File: src/rtl/acc_flags_stage.sv
// Accumulator and Z/N/C/V flag stage driving an external ripple-carry adder.
// Accept an op, give the adder one full settle cycle, then hold the result until it is acknowledged.
module acc_flags_stage #(
  parameter int unsigned WIDTH = 16
) (
  input  logic             clk,
  input  logic             rst_n,
  input  logic             in_valid,
  output logic             in_ready,
  input  logic [1:0]       in_op,
  input  logic [WIDTH-1:0] in_operand,
  output logic [WIDTH-1:0] add_a,
  output logic [WIDTH-1:0] add_b,
  output logic             add_cin,
  input  logic [WIDTH-1:0] add_sum,
  input  logic             add_cout,
  output logic             out_valid,
  input  logic             out_ready,
  output logic [WIDTH-1:0] acc,
  output logic [3:0]       flags
);

  typedef enum logic [1:0] {
    S_IDLE   = 2'd0,
    S_SETTLE = 2'd1,
    S_HOLD   = 2'd2
  } state_t;

  typedef enum logic [1:0] {
    OP_LOAD = 2'b00,
    OP_ADD  = 2'b01,
    OP_ADC  = 2'b10,
    OP_SUB  = 2'b11
  } op_t;

  state_t           state_q, state_d;
  op_t              op_q;
  logic [WIDTH-1:0] b_q, b_d;
  logic             cin_q, cin_d;
  logic [WIDTH-1:0] acc_q, acc_d;
  logic [3:0]       flags_q, flags_d;  // {Z, N, C, V}
  logic             accept;

  assign in_ready  = (state_q == S_IDLE);
  assign out_valid = (state_q == S_HOLD);
  assign accept    = in_valid && in_ready;
  assign add_a     = acc_q;
  assign add_b     = b_q;
  assign add_cin   = cin_q;
  assign acc       = acc_q;
  assign flags     = flags_q;

  always_comb begin
    state_d = state_q;
    unique case (state_q)
      S_IDLE:   if (in_valid) state_d = S_SETTLE;
      S_SETTLE: state_d = S_HOLD;
      S_HOLD:   if (out_ready) state_d = S_IDLE;
      default:  state_d = S_IDLE;
    endcase
  end

  // Operand conditioning: SUB becomes a + ~b + 1; ADC chains the current C flag.
  always_comb begin
    b_d   = in_operand;
    cin_d = 1'b0;
    unique case (op_t'(in_op))
      OP_ADC:  cin_d = flags_q[1];
      OP_SUB: begin
        b_d   = ~in_operand;
        cin_d = 1'b1;
      end
      default: ;
    endcase
  end

  always_comb begin
    acc_d   = acc_q;
    flags_d = flags_q;
    if (op_q == OP_LOAD) begin
      acc_d   = b_q;
      flags_d = {(b_q == '0), b_q[WIDTH-1], flags_q[1], 1'b0};
    end else begin
      acc_d   = add_sum;
      flags_d = {(add_sum == '0), add_sum[WIDTH-1], add_cout,
                 (acc_q[WIDTH-1] == b_q[WIDTH-1]) && (add_sum[WIDTH-1] != acc_q[WIDTH-1])};
    end
  end

  always_ff @(posedge clk or negedge rst_n) begin
    if (!rst_n) begin
      state_q <= S_IDLE;
      op_q    <= OP_LOAD;
      b_q     <= '0;
      cin_q   <= 1'b0;
      acc_q   <= '0;
      flags_q <= '0;
    end else begin
      state_q <= state_d;
      if (accept) begin
        op_q  <= op_t'(in_op);
        b_q   <= b_d;
        cin_q <= cin_d;
      end
      if (state_q == S_SETTLE) begin
        acc_q   <= acc_d;
        flags_q <= flags_d;
      end
    end
  end

endmodule

File: config.mk
export PLATFORM = sky130hd
export DESIGN_NAME = acc_flags_stage
export DESIGN_NICKNAME = d
export VERILOG_FILES = /design/src/rtl/acc_flags_stage.sv
export SDC_FILE = /design/constraint.sdc
export NUM_CORES = 1
export LEC_CHECK = 0
export ABC_AREA = 1
export BUFFER_PORTS_ARGS = -buffer_cell sky130_fd_sc_hd__buf_2
export CORE_MARGIN = 2
export CORE_UTILIZATION = 31
export CTS_BUF_LIST = sky130_fd_sc_hd__clkbuf_16
export DETAILED_ROUTE_END_ITERATION = 6
export PLACE_DENSITY = 0.68
export SLEW_MARGIN = 20
export SYNTH_ARGS = -nofsm -noshare
export SYNTH_HDL_FRONTEND = slang
export SYNTH_SLANG_ARGS = --single-unit
File: constraint.sdc
create_clock -name clk -period 1.5 [get_ports clk]
set_input_delay 0.3 -clock clk [delete_from_list [all_inputs] [get_ports clk]]
set_output_delay 0.3 -clock clk [all_outputs]
set_load 0.02 [all_outputs]
==> results.ini, run 1 <==
[outcome]
run_status=finished clean

[cells_and_area]
syn_to_final_growth_pct=27.0
fillerInstances=694
nNetsFinal=362
antenna_cells=0
drive_gt1_share_pct=39.2

[floorplanning]
die_w_um=86.5
ios=94
coreArea_um2=6680
die_h_um=86.5
start_util_pct=31.6
std_cell_rows=30
fp.dieArea_um2=7490

[timing]
max_freq_mhz=714
maxSlewViolCount=0
rsz0062_at_grt=no
hold_viol_final=0
worstMarginPinSlew_ns=0.508
slew_headroom_pct=66.1
fin_tns_setup_ns=0
min_period_ns=1.40
setup_violations=0
finClkSkew_ns=0.00502
fin_crit_sh_pct=93.4

[power]
leakage_nw=1.32
p_total_w=0.00640
power_switching_w=0.00298
power.sequential.fraction_pct=32.6
ir_worst_vdd_uv=1180
p_clk_share_pct=18.1
p_per_area_nw_per_um2=2390
power_frac_comb_pct=49.3
swShare_pct=46.5
p_int_w=0.00342

[clocking]
cts_made_buffers=5
worstSkewPairLatency_ns=0.28
cts_tree=yes
cts.repair.resized=0
clk_path_buf_depth=2
clockRootBuffer=clkbuf_16
hold_buffers=0
clkSinkCount=40
htreeDepth=2
cts_setup_buffers=0
clkTransAtPathRegs_ns=0.06

[setup_path]
cp.arrival_ns=1.10
required_ns=1.20
crit_type=reg -> out
path_delay_family=flip-flops
start_kind=register
critPathSlowestCell=dfrtp_1
crit_path_max_fanout=3
cp.buffers_inverters=3
crit_chain=inv_2 > nand2_2 > inv_1 > buf_2
worst_setup_path_end_kind=primary output
cpPeakStageDelay_ns=0.41

[drt]
wl_per_cell_um=13.0
vias_per_cell=4.50
routed_wl_um=5250
final_antenna_net_count=0
drc=0
drtIter0Drc=126
vias=1817
firstDrtPassIters=4

[yosys]
yosysWarnings=0
postSynthCellCount=242
synth_seq_area_share_pct=47.4
synth_area_um2=2110
syn_area_per_cell_um2=8.73
synth_area_leader_cell=dfrtp_1
synth_cell_types=22
synth_top_area_share_pct=47.4
synth_nets=281
ys_ff_latch=40
synth_area_leaders=dfrtp_1, nor2_1, buf_4, o21ai_0, xor2_1

[place]
port-buffer-count=93
place_hpwl_um=4010
gp_congestion=0.775

[global_routing]
grt_pass1_vias=1687
overflow=0
grt_pass1_wl_um=8270
antenna_found_initial=0
grt.total_usage_pct=14.3
grt_max_degree=41

[worst_hold_path]
min_path_type=in -> async

[run]
drv_cap=0

## stage by stage
step           hold WS [ns]  cells  cell area, µm²  worst slack [ns]  utilization (%)
2_1_floorplan       0.00441    242            2110             0.424                -
3_3_place_gp          0.388    396            2520             0.252             37.7
3_5_place_dp          0.394    396            2520             0.229             37.7
4_1_cts              0.0936    404            2680            0.0830             40.1
5_1_grt               0.127    404            2680            0.0306             40.1
6_report             0.0756    404            2680            0.0991             40.1
## cells in the mapped netlist
cell / number
mux2_2: 1
o31ai_1: 1
xor2_1: 16
nor2_4: 1
dfrtp_1: 40
a21oi_1: 9
nor2_8: 1
nor2_1: 52
nor2_2: 1
o21ai_0: 28
buf_2: 1
inv_2: 3
inv_1: 8
and2_0: 1
or2_2: 1
o21ai_1: 9
a21oi_2: 10
buf_4: 19
buf_6: 5
nand3_1: 2
nand2_2: 4
nand2_1: 29
## per-layer routing
layer | wire [µm] | track usage (%) | part of all wire [%] | vias to the layer above
met5 | 0 | 0 | 0 | -
li1 | - | - | - | 922
met1 | 2380 | 18.4 | 45 | 820
met3 | 300 | 4.00 | 5.7 | 11
met4 | 150 | 6.96 | 2.9 | 0
met2 | 2420 | 22.2 | 46 | 64
## cells in the final DEF (no fill, tap or decap)
| cell type | count |
|---|---|
| a21oi_1 | 9 |
| a21oi_2 | 10 |
| and2_0 | 1 |
| buf_2 | 93 |
| buf_4 | 6 |
| bufinv_16 | 1 |
| clkbuf_16 | 5 |
| clkinv_1 | 2 |
| dfrtp_1 | 40 |
| inv_1 | 8 |
| inv_2 | 3 |
| mux2_2 | 1 |
| nand2_1 | 29 |
| nand2_2 | 4 |
| nand3_1 | 2 |
| nor2_1 | 52 |
| nor2_2 | 1 |
| nor2_4 | 1 |
| nor2_8 | 1 |
| o21ai_0 | 28 |
| o21ai_1 | 9 |
| o31ai_1 | 1 |
| or2_2 | 1 |
| xor2_1 | 16 |
## final timing paths
path                            startpoint          to  slack [ns]  cells after the start
worst max-delay path            state_q[1]    in_ready         0.1                      4
worst min-delay path                 rst_n      acc[4]        0.08                      2
worst max register to register  state_q[1]    flags[2]        0.22                      5
worst min register to register    flags[3]    flags[3]        0.47                      2
max in group asynchronous            rst_n  state_q[0]        1.07                      2
min in group clk                 out_ready  state_q[1]        0.22                      2
## flip-flops by register name (all words and copies together) (netlist names)
signal	cells
acc	15
add_b	16
add_cin	1
flags	4
op_q	2
state_q	2
## power groups by stage
stage	sequential, W	combinational [W]	clock [W]
3_3_place_gp	0.00207	0.00313	0
3_5_place_dp	0.00211	0.00317	0
6_report	0.00209	0.00315	0.00116
2_1_floorplan	0.00258	0.00190	0
5_1_grt	0.00218	0.00345	0.00123
4_1_cts	0.00210	0.00318	0.00119
## layout make-up
cell class / count / area (µm²) / share of cell area (%)
tap: 80 / 100 / 3.73
multi-input combinational: 166 / 866 / 32.3
clock buffer: 5 / 125 / 4.67
clock inverter: 3 / 37.5 / 1.40
sequential: 40 / 1000 / 37.3
timing repair buffer: 99 / 510 / 19.0
inverter: 11 / 41.3 / 1.54
## cell families (layout without fill, tap and decap cells)
logic type      after synthesis  count (layout)  synth area share [%]
buf+inv                      36             118                  11.6
flops                        40              40                  47.4
simple gates                 92              92                  18.4
mux                           1               1                 0.533
compound gates               57              57                  15.4
xor+xnor                     16              16                  6.63
Power figures use the tool's default switching activity.
==> inputs of run 2 (changes only) <==
--- a/config.mk
+++ b/config.mk
@@ -5,14 +5,14 @@
 export SDC_FILE = /design/constraint.sdc
 export NUM_CORES = 1
 export LEC_CHECK = 0
-export ABC_AREA = 1
 export BUFFER_PORTS_ARGS = -buffer_cell sky130_fd_sc_hd__buf_2
 export CORE_MARGIN = 2
 export CORE_UTILIZATION = 31
 export CTS_BUF_LIST = sky130_fd_sc_hd__clkbuf_16
 export DETAILED_ROUTE_END_ITERATION = 6
-export PLACE_DENSITY = 0.68
+export PLACE_DENSITY = 0.69
 export SLEW_MARGIN = 20
 export SYNTH_ARGS = -nofsm -noshare
 export SYNTH_HDL_FRONTEND = slang
 export SYNTH_SLANG_ARGS = --single-unit
+export TNS_END_PERCENT = 30
==> run 2 against run 1 <==
Compared with the run above:
- register-to-register slack worse by 0.09 ns
- via count down 11%
- first-iteration DRC count down 55%
- die area down 4.2%
- sequential share of layout area up 0.64 points
- sequential power down 3%
- worst hold slack better by 0.16 ns
- utilization up 1.6 points
- final cell count down 10%
- combinational power down 2%
- critical path depth unchanged
- synthesized area down 4.4%
==> results.ini, run 2 <==
[timing]
max_freq_mhz=732
maxSlewViolCount=0
finClkSkew_ns=0.00405
worstMarginPinSlew_ns=0.446
fin_crit_sh_pct=91.0
slew_headroom_pct=70.1
hold_viol_final=0
setup_violations=0
finalWorstSetupSlack_ns=0.134
fin_tns_setup_ns=0
min_period_ns=1.37
rsz0062_at_grt=no

[drt]
wl_per_cell_um=13.3
routed_wl_um=4830
firstDrtPassIters=4
vias=1626
drtIter0Drc=57
drc=0
vias_per_cell=4.49
final_antenna_net_count=0

[global_routing]
grt_pass1_wl_um=7900
antenna_found_initial=0
grt_max_degree=25
grt_pass1_vias=1580
grt.total_usage_pct=14.0
overflow=0

[worst_hold_path]
min_path_type=in -> reg

[yosys]
yosys.area_share.simple_pct=13.4
synth_area_leaders=dfrtp_1, mux2i_1, xor2_1, buf_4, o21ai_0
synth_enable_flop_cells=0
ys.flop_type=dfrtp_1
synth_seq_area_share_pct=49.6
synth_adder_area_share_pct=0
synth_top_area_share_pct=49.6
synth_most_common_cell=dfrtp_1
synth-async-reset-ratio_pct=100
synth_nets=237
yosys-top-cells-count=dfrtp_1, nand2_1, nor2_1
ys_ff_latch=40
synth_top_family_by_area=simple AND/OR/NAND/NOR gates
synth_area_leader_cell=dfrtp_1
syn_area_per_cell_um2=10.2
synth_compound_area_share_pct=10.1
synthXorXnorAreaFrac_pct=6.94
synth_cell_types=26
synthMuxAreaShare_pct=9.60
yosysWarnings=0
postSynthCellCount=198
synth_area_um2=2020

[cells_and_area]
fillerInstances=639
syn_to_final_growth_pct=30.5
fin_area_um2=2640
regArea_um2=1000
drive_gt1_share_pct=42.1
nNetsFinal=324
final_cells=362
antenna_cells=0
layout_common_cells=buf_2, dfrtp_1, nand2_1, nor2_1, o21ai_0
layout_commonest_cell=buf_2
largest_reg_flops=16
multi_input_area_um2=810

[place]
pre_cts_ws_ns=0.111
dpl-instance-area_um2=2490
gp_congestion=0.813
place_hpwl_um=3960
placed_cells=354
port-buffer-count=93

[outcome]
run_status=finished clean

[clocking]
worstSkewPairLatency_ns=0.27
cts_setup_buffers=0
clockRootBuffer=clkbuf_16
cts_tree=yes
clk_path_buf_depth=2
cts_made_buffers=5
htreeDepth=2
clkTransAtPathRegs_ns=0.06
clkSinkCount=40

[setup_path]
worst_setup_path_end_kind=register
start_kind=register
required_ns=1.69
crit_type=reg -> reg
crit_path_max_fanout=4
cp.arrival_ns=1.56

[power]
p_int_w=0.00336
p_clk_share_pct=15.8
power_switching_w=0.00273
leakage_nw=1.28
ir_worst_vdd_uv=822
swShare_pct=44.9
power_frac_comb_pct=50.8
p_per_area_nw_per_um2=2310
power.sequential.fraction_pct=33.4
p_total_w=0.00609

[run]
drv_cap=0

[floorplanning]
die_w_um=84.7
ios=94
fp.dieArea_um2=7180
std_cell_rows=29
start_util_pct=32.0
die_h_um=84.7
coreArea_um2=6310

## run 2: cell types whose count changed after synthesis, moves of 7 or more
cell     before  now
a21oi_1       9   16
nand2_1      29   21
o21ai_0      28   17
o21ai_1       9    2
a21oi_2      10    0
nor2_1       52   19
mux2i_1       0   16
## run 2: power groups by stage
stage | registers, W | logic [W] | clock network [W]
2_1_floorplan | 0.00259 | 0.00172 | 0
3_3_place_gp | 0.00202 | 0.00310 | 0
3_5_place_dp | 0.00207 | 0.00313 | 0
4_1_cts | 0.00205 | 0.00314 | 0.000986
5_1_grt | 0.00213 | 0.00337 | 0.00104
6_report | 0.00203 | 0.00310 | 0.000962
## run 2: final cells by class
class	instances	share of cell area (%)
clock buffers	5	4.75
multi-input cells	129	30.7
clock inverters	2	0.285
inverters	2	0.285
repair buffers	107	22.4
well taps	77	3.65
flip-flops and latches	40	38.0
## run 2: logic make-up (layout without fill, tap and decap cells)
| logic type | Yosys count | after routing |
|---|---|---|
| xor gates and xnor gates | 16 | 16 |
| muxes | 19 | 19 |
| AOI/OAI and AO/OA | 38 | 38 |
| buffers and inverters | 29 | 116 |
| DFF | 40 | 40 |
| and+or+nand+nor | 56 | 56 |
## run 2: per-layer routing
layer,part of all wire [%],up-vias,global-route usage (%)
met5,0,-,0
met2,49,45,23.5
met1,45,749,18.6
met3,4.4,4,2.36
met4,0.87,0,4.33
li1,-,828,-
## run 2: path summary, 6_finish.rpt
path,depth (start not counted),to,slack [ns],from
max in group asynchronous,3,add_b[10],0.53,rst_n
min reg2reg,2,acc[0],0.49,acc[0]
max reg2reg,4,flags[3],0.13,add_b[2]
min in group asynchronous,2,add_cin,0.50,rst_n
max,4,flags[3],0.13,add_b[2]
min,2,state_q[1],0.23,out_ready
## run 2: metrics by stage
stage	hold WS, ns	utilization [%]
finish	0.235	41.8
global route	0.254	41.8
CTS	0.227	41.7
detailed placement	0.260	39.4
global placement	0.261	39.4
floorplan	0.00441	-
## run 2: worst max-delay path, stage by stage, from the launching register on
cell and delay (ns):
dfrtp_1 0.42, nor4_2 0.33, nand3_1 0.10, or3_1 0.36, o211ai_2 0.08
## run 2: what timing repair did
| action | in CTS | in global routing |
|---|---|---|
| gates resized for setup | 0 | 1 |
| hold buffers | 1 | 0 |
| hold endpoints to repair | 17 | 0 |
| setup endpoints to repair | 0 | 8 |
==> inputs of run 3 (changes only) <==
--- a/config.mk
+++ b/config.mk
@@ -7,10 +7,10 @@
 export LEC_CHECK = 0
 export BUFFER_PORTS_ARGS = -buffer_cell sky130_fd_sc_hd__buf_2
 export CORE_MARGIN = 2
-export CORE_UTILIZATION = 31
+export CORE_UTILIZATION = 35
 export CTS_BUF_LIST = sky130_fd_sc_hd__clkbuf_16
 export DETAILED_ROUTE_END_ITERATION = 6
-export PLACE_DENSITY = 0.69
+export PLACE_DENSITY = 0.75
 export SLEW_MARGIN = 20
 export SYNTH_ARGS = -nofsm -noshare
 export SYNTH_HDL_FRONTEND = slang
==> run 3 against run 2 <==
Compared with the run above:
- global-route usage increased by 1.8 points
- sequential power increased by 3%
- sequential cell count unchanged
==> results.ini, run 3 (same netlist as run 2, synthesis figures left out) <==
[outcome]
run_status=finished clean

[worst_hold_path]
holdCritStartpoint=out_ready
min_path_type=in -> reg
min_to=state_q[1]
hold_path_depth=2

[power]
power_frac_comb_pct=49.1
p_int_w=0.00330
power.sequential.fraction_pct=34.5
p_clk_share_pct=16.4
swShare_pct=45.5
leakage_nw=1.26
power_switching_w=0.00275
p_per_area_nw_per_um2=2320
ir_worst_vdd_uv=819

[clocking]
worstSkewPairLatency_ns=0.28
htreeDepth=2
clk_path_buf_depth=2
clkSinkCount=40
cts_tree=yes
cts_made_buffers=5
cts_setup_buffers=0
clockRootBuffer=clkbuf_16
clkTransAtPathRegs_ns=0.05

[floorplanning]
die_h_um=80.0
std_cell_rows=27
die_w_um=80.0
fp.dieArea_um2=6390
coreArea_um2=5540
ios=94
start_util_pct=36.4

[timing]
max_freq_mhz=742
fin_crit_sh_pct=89.9
setup_violations=0
rsz0062_at_grt=no
final.hold.worst_slack_ns=0.214
worstMarginPinSlew_ns=0.474
fin_tns_setup_ns=0
min_period_ns=1.35
slew_headroom_pct=68.3
maxSlewViolCount=0
hold_viol_final=0
finClkSkew_ns=0.00411

[setup_path]
r2r_cells=3
crit_chain=nor2_1 > and2_1 > mux2_2
cp.arrival_ns=1.51
timing.rr.start=state_q[0]
path_delay_family=simple AND/OR/NAND/NOR gates
cpPeakStageDelay_ns=0.38
timing.rr.end=op_q[1]
worst_setup_path_end_kind=register
reg2reg_slack_ns=0.15
crit_path_max_fanout=7
critPathSlowestCell=dfrtp_1
required_ns=1.67
cp.buffers_inverters=0
start_kind=register
crit_type=reg -> reg

[global_routing]
grt.total_usage_pct=15.8
grt_pass1_wl_um=7590
antenna_found_initial=0
overflow=0
grt_pass1_vias=1557
grt_max_degree=37

[place]
gp_congestion=0.853
port-buffer-count=93
place_hpwl_um=3710

[cells_and_area]
syn_to_final_growth_pct=28.8
nNetsFinal=318
drive_gt1_share_pct=41.1
layout_commonest_cell=buf_2
antenna_cells=0
layout_common_cells=buf_2, dfrtp_1, nand2_1, nor2_1, o21ai_0
multi_input_area_um2=810
fillerInstances=546
largest_reg_flops=16
regArea_um2=1000

[drt]
drc=0
wl_per_cell_um=13.4
routed_wl_um=4710
firstDrtPassIters=4
vias=1660
final_antenna_net_count=0
vias_per_cell=4.72
drtIter0Drc=73

[run]
drv_cap=0

-- run 3: final cells by class --
| type | instances | share of cell area, % |
|---|---|---|
| sequential | 40 | 38.5 |
| timing repair buffer | 101 | 21.3 |
| clock buffer | 5 | 4.81 |
| multi-input combinational | 129 | 31.1 |
| inverter | 2 | 0.289 |
| clock inverter | 3 | 0.577 |
| tap | 72 | 3.46 |
-- run 3: power by group through the flow --
stage	logic (W)	clock network, W	registers, W
final	0.00297	0.000991	0.00209
after global routing	0.00325	0.00106	0.00218
after CTS	0.00301	0.00101	0.00209
after detailed placement	0.00300	0	0.00211
after global placement	0.00296	0	0.00207
after floorplan	0.00172	0	0.00259
-- run 3: worst register-to-register path: stages (launching register included) --
cell and delay, ns:
dfrtp_1 0.38, nor2_1 0.14, and2_1 0.33, mux2_2 0.38
-- run 3: worst max path at each step --
stage / startpoint / slack (ns) / end / depth (start not counted)
final: state_q[0] / 0.15 / op_q[1] / 3
after detailed placement: add_b[2] / 0.17 / flags[3] / 4
after floorplan: state_q[0] / 0.03 / op_q[0] / 4
after global placement: add_b[10] / 0.19 / flags[3] / 4
after CTS: state_q[0] / 0.15 / op_q[1] / 3
after global routing: add_b[2] / 0.06 / flags[3] / 4
-- run 3: metrics by stage --
step,std cells,instance area (µm²),setup WS (ns),util (%),total power (W)
2_1_floorplan,198,2020,0.0292,-,0.00431
3_3_place_gp,343,2450,0.193,44.2,0.00503
3_5_place_dp,343,2450,0.173,44.2,0.00511
4_1_cts,352,2600,0.151,47.0,0.00611
5_1_grt,352,2600,0.0571,47.0,0.00649
6_report,352,2600,0.152,47.0,0.00605
-- run 3: routing by layer --
layer	track usage [%]	wire, µm	up-vias
li1	-	-	824
met1	19.9	2060	765
met2	24.7	2200	63
met3	5.20	330	8
met4	7.12	108	0
met5	0	0	-
-- run 3: repair_timing --
action	4_1_cts	5_1_grt
gates resized for setup	0	0
hold buffers	1	0
hold endpoints to repair	13	0
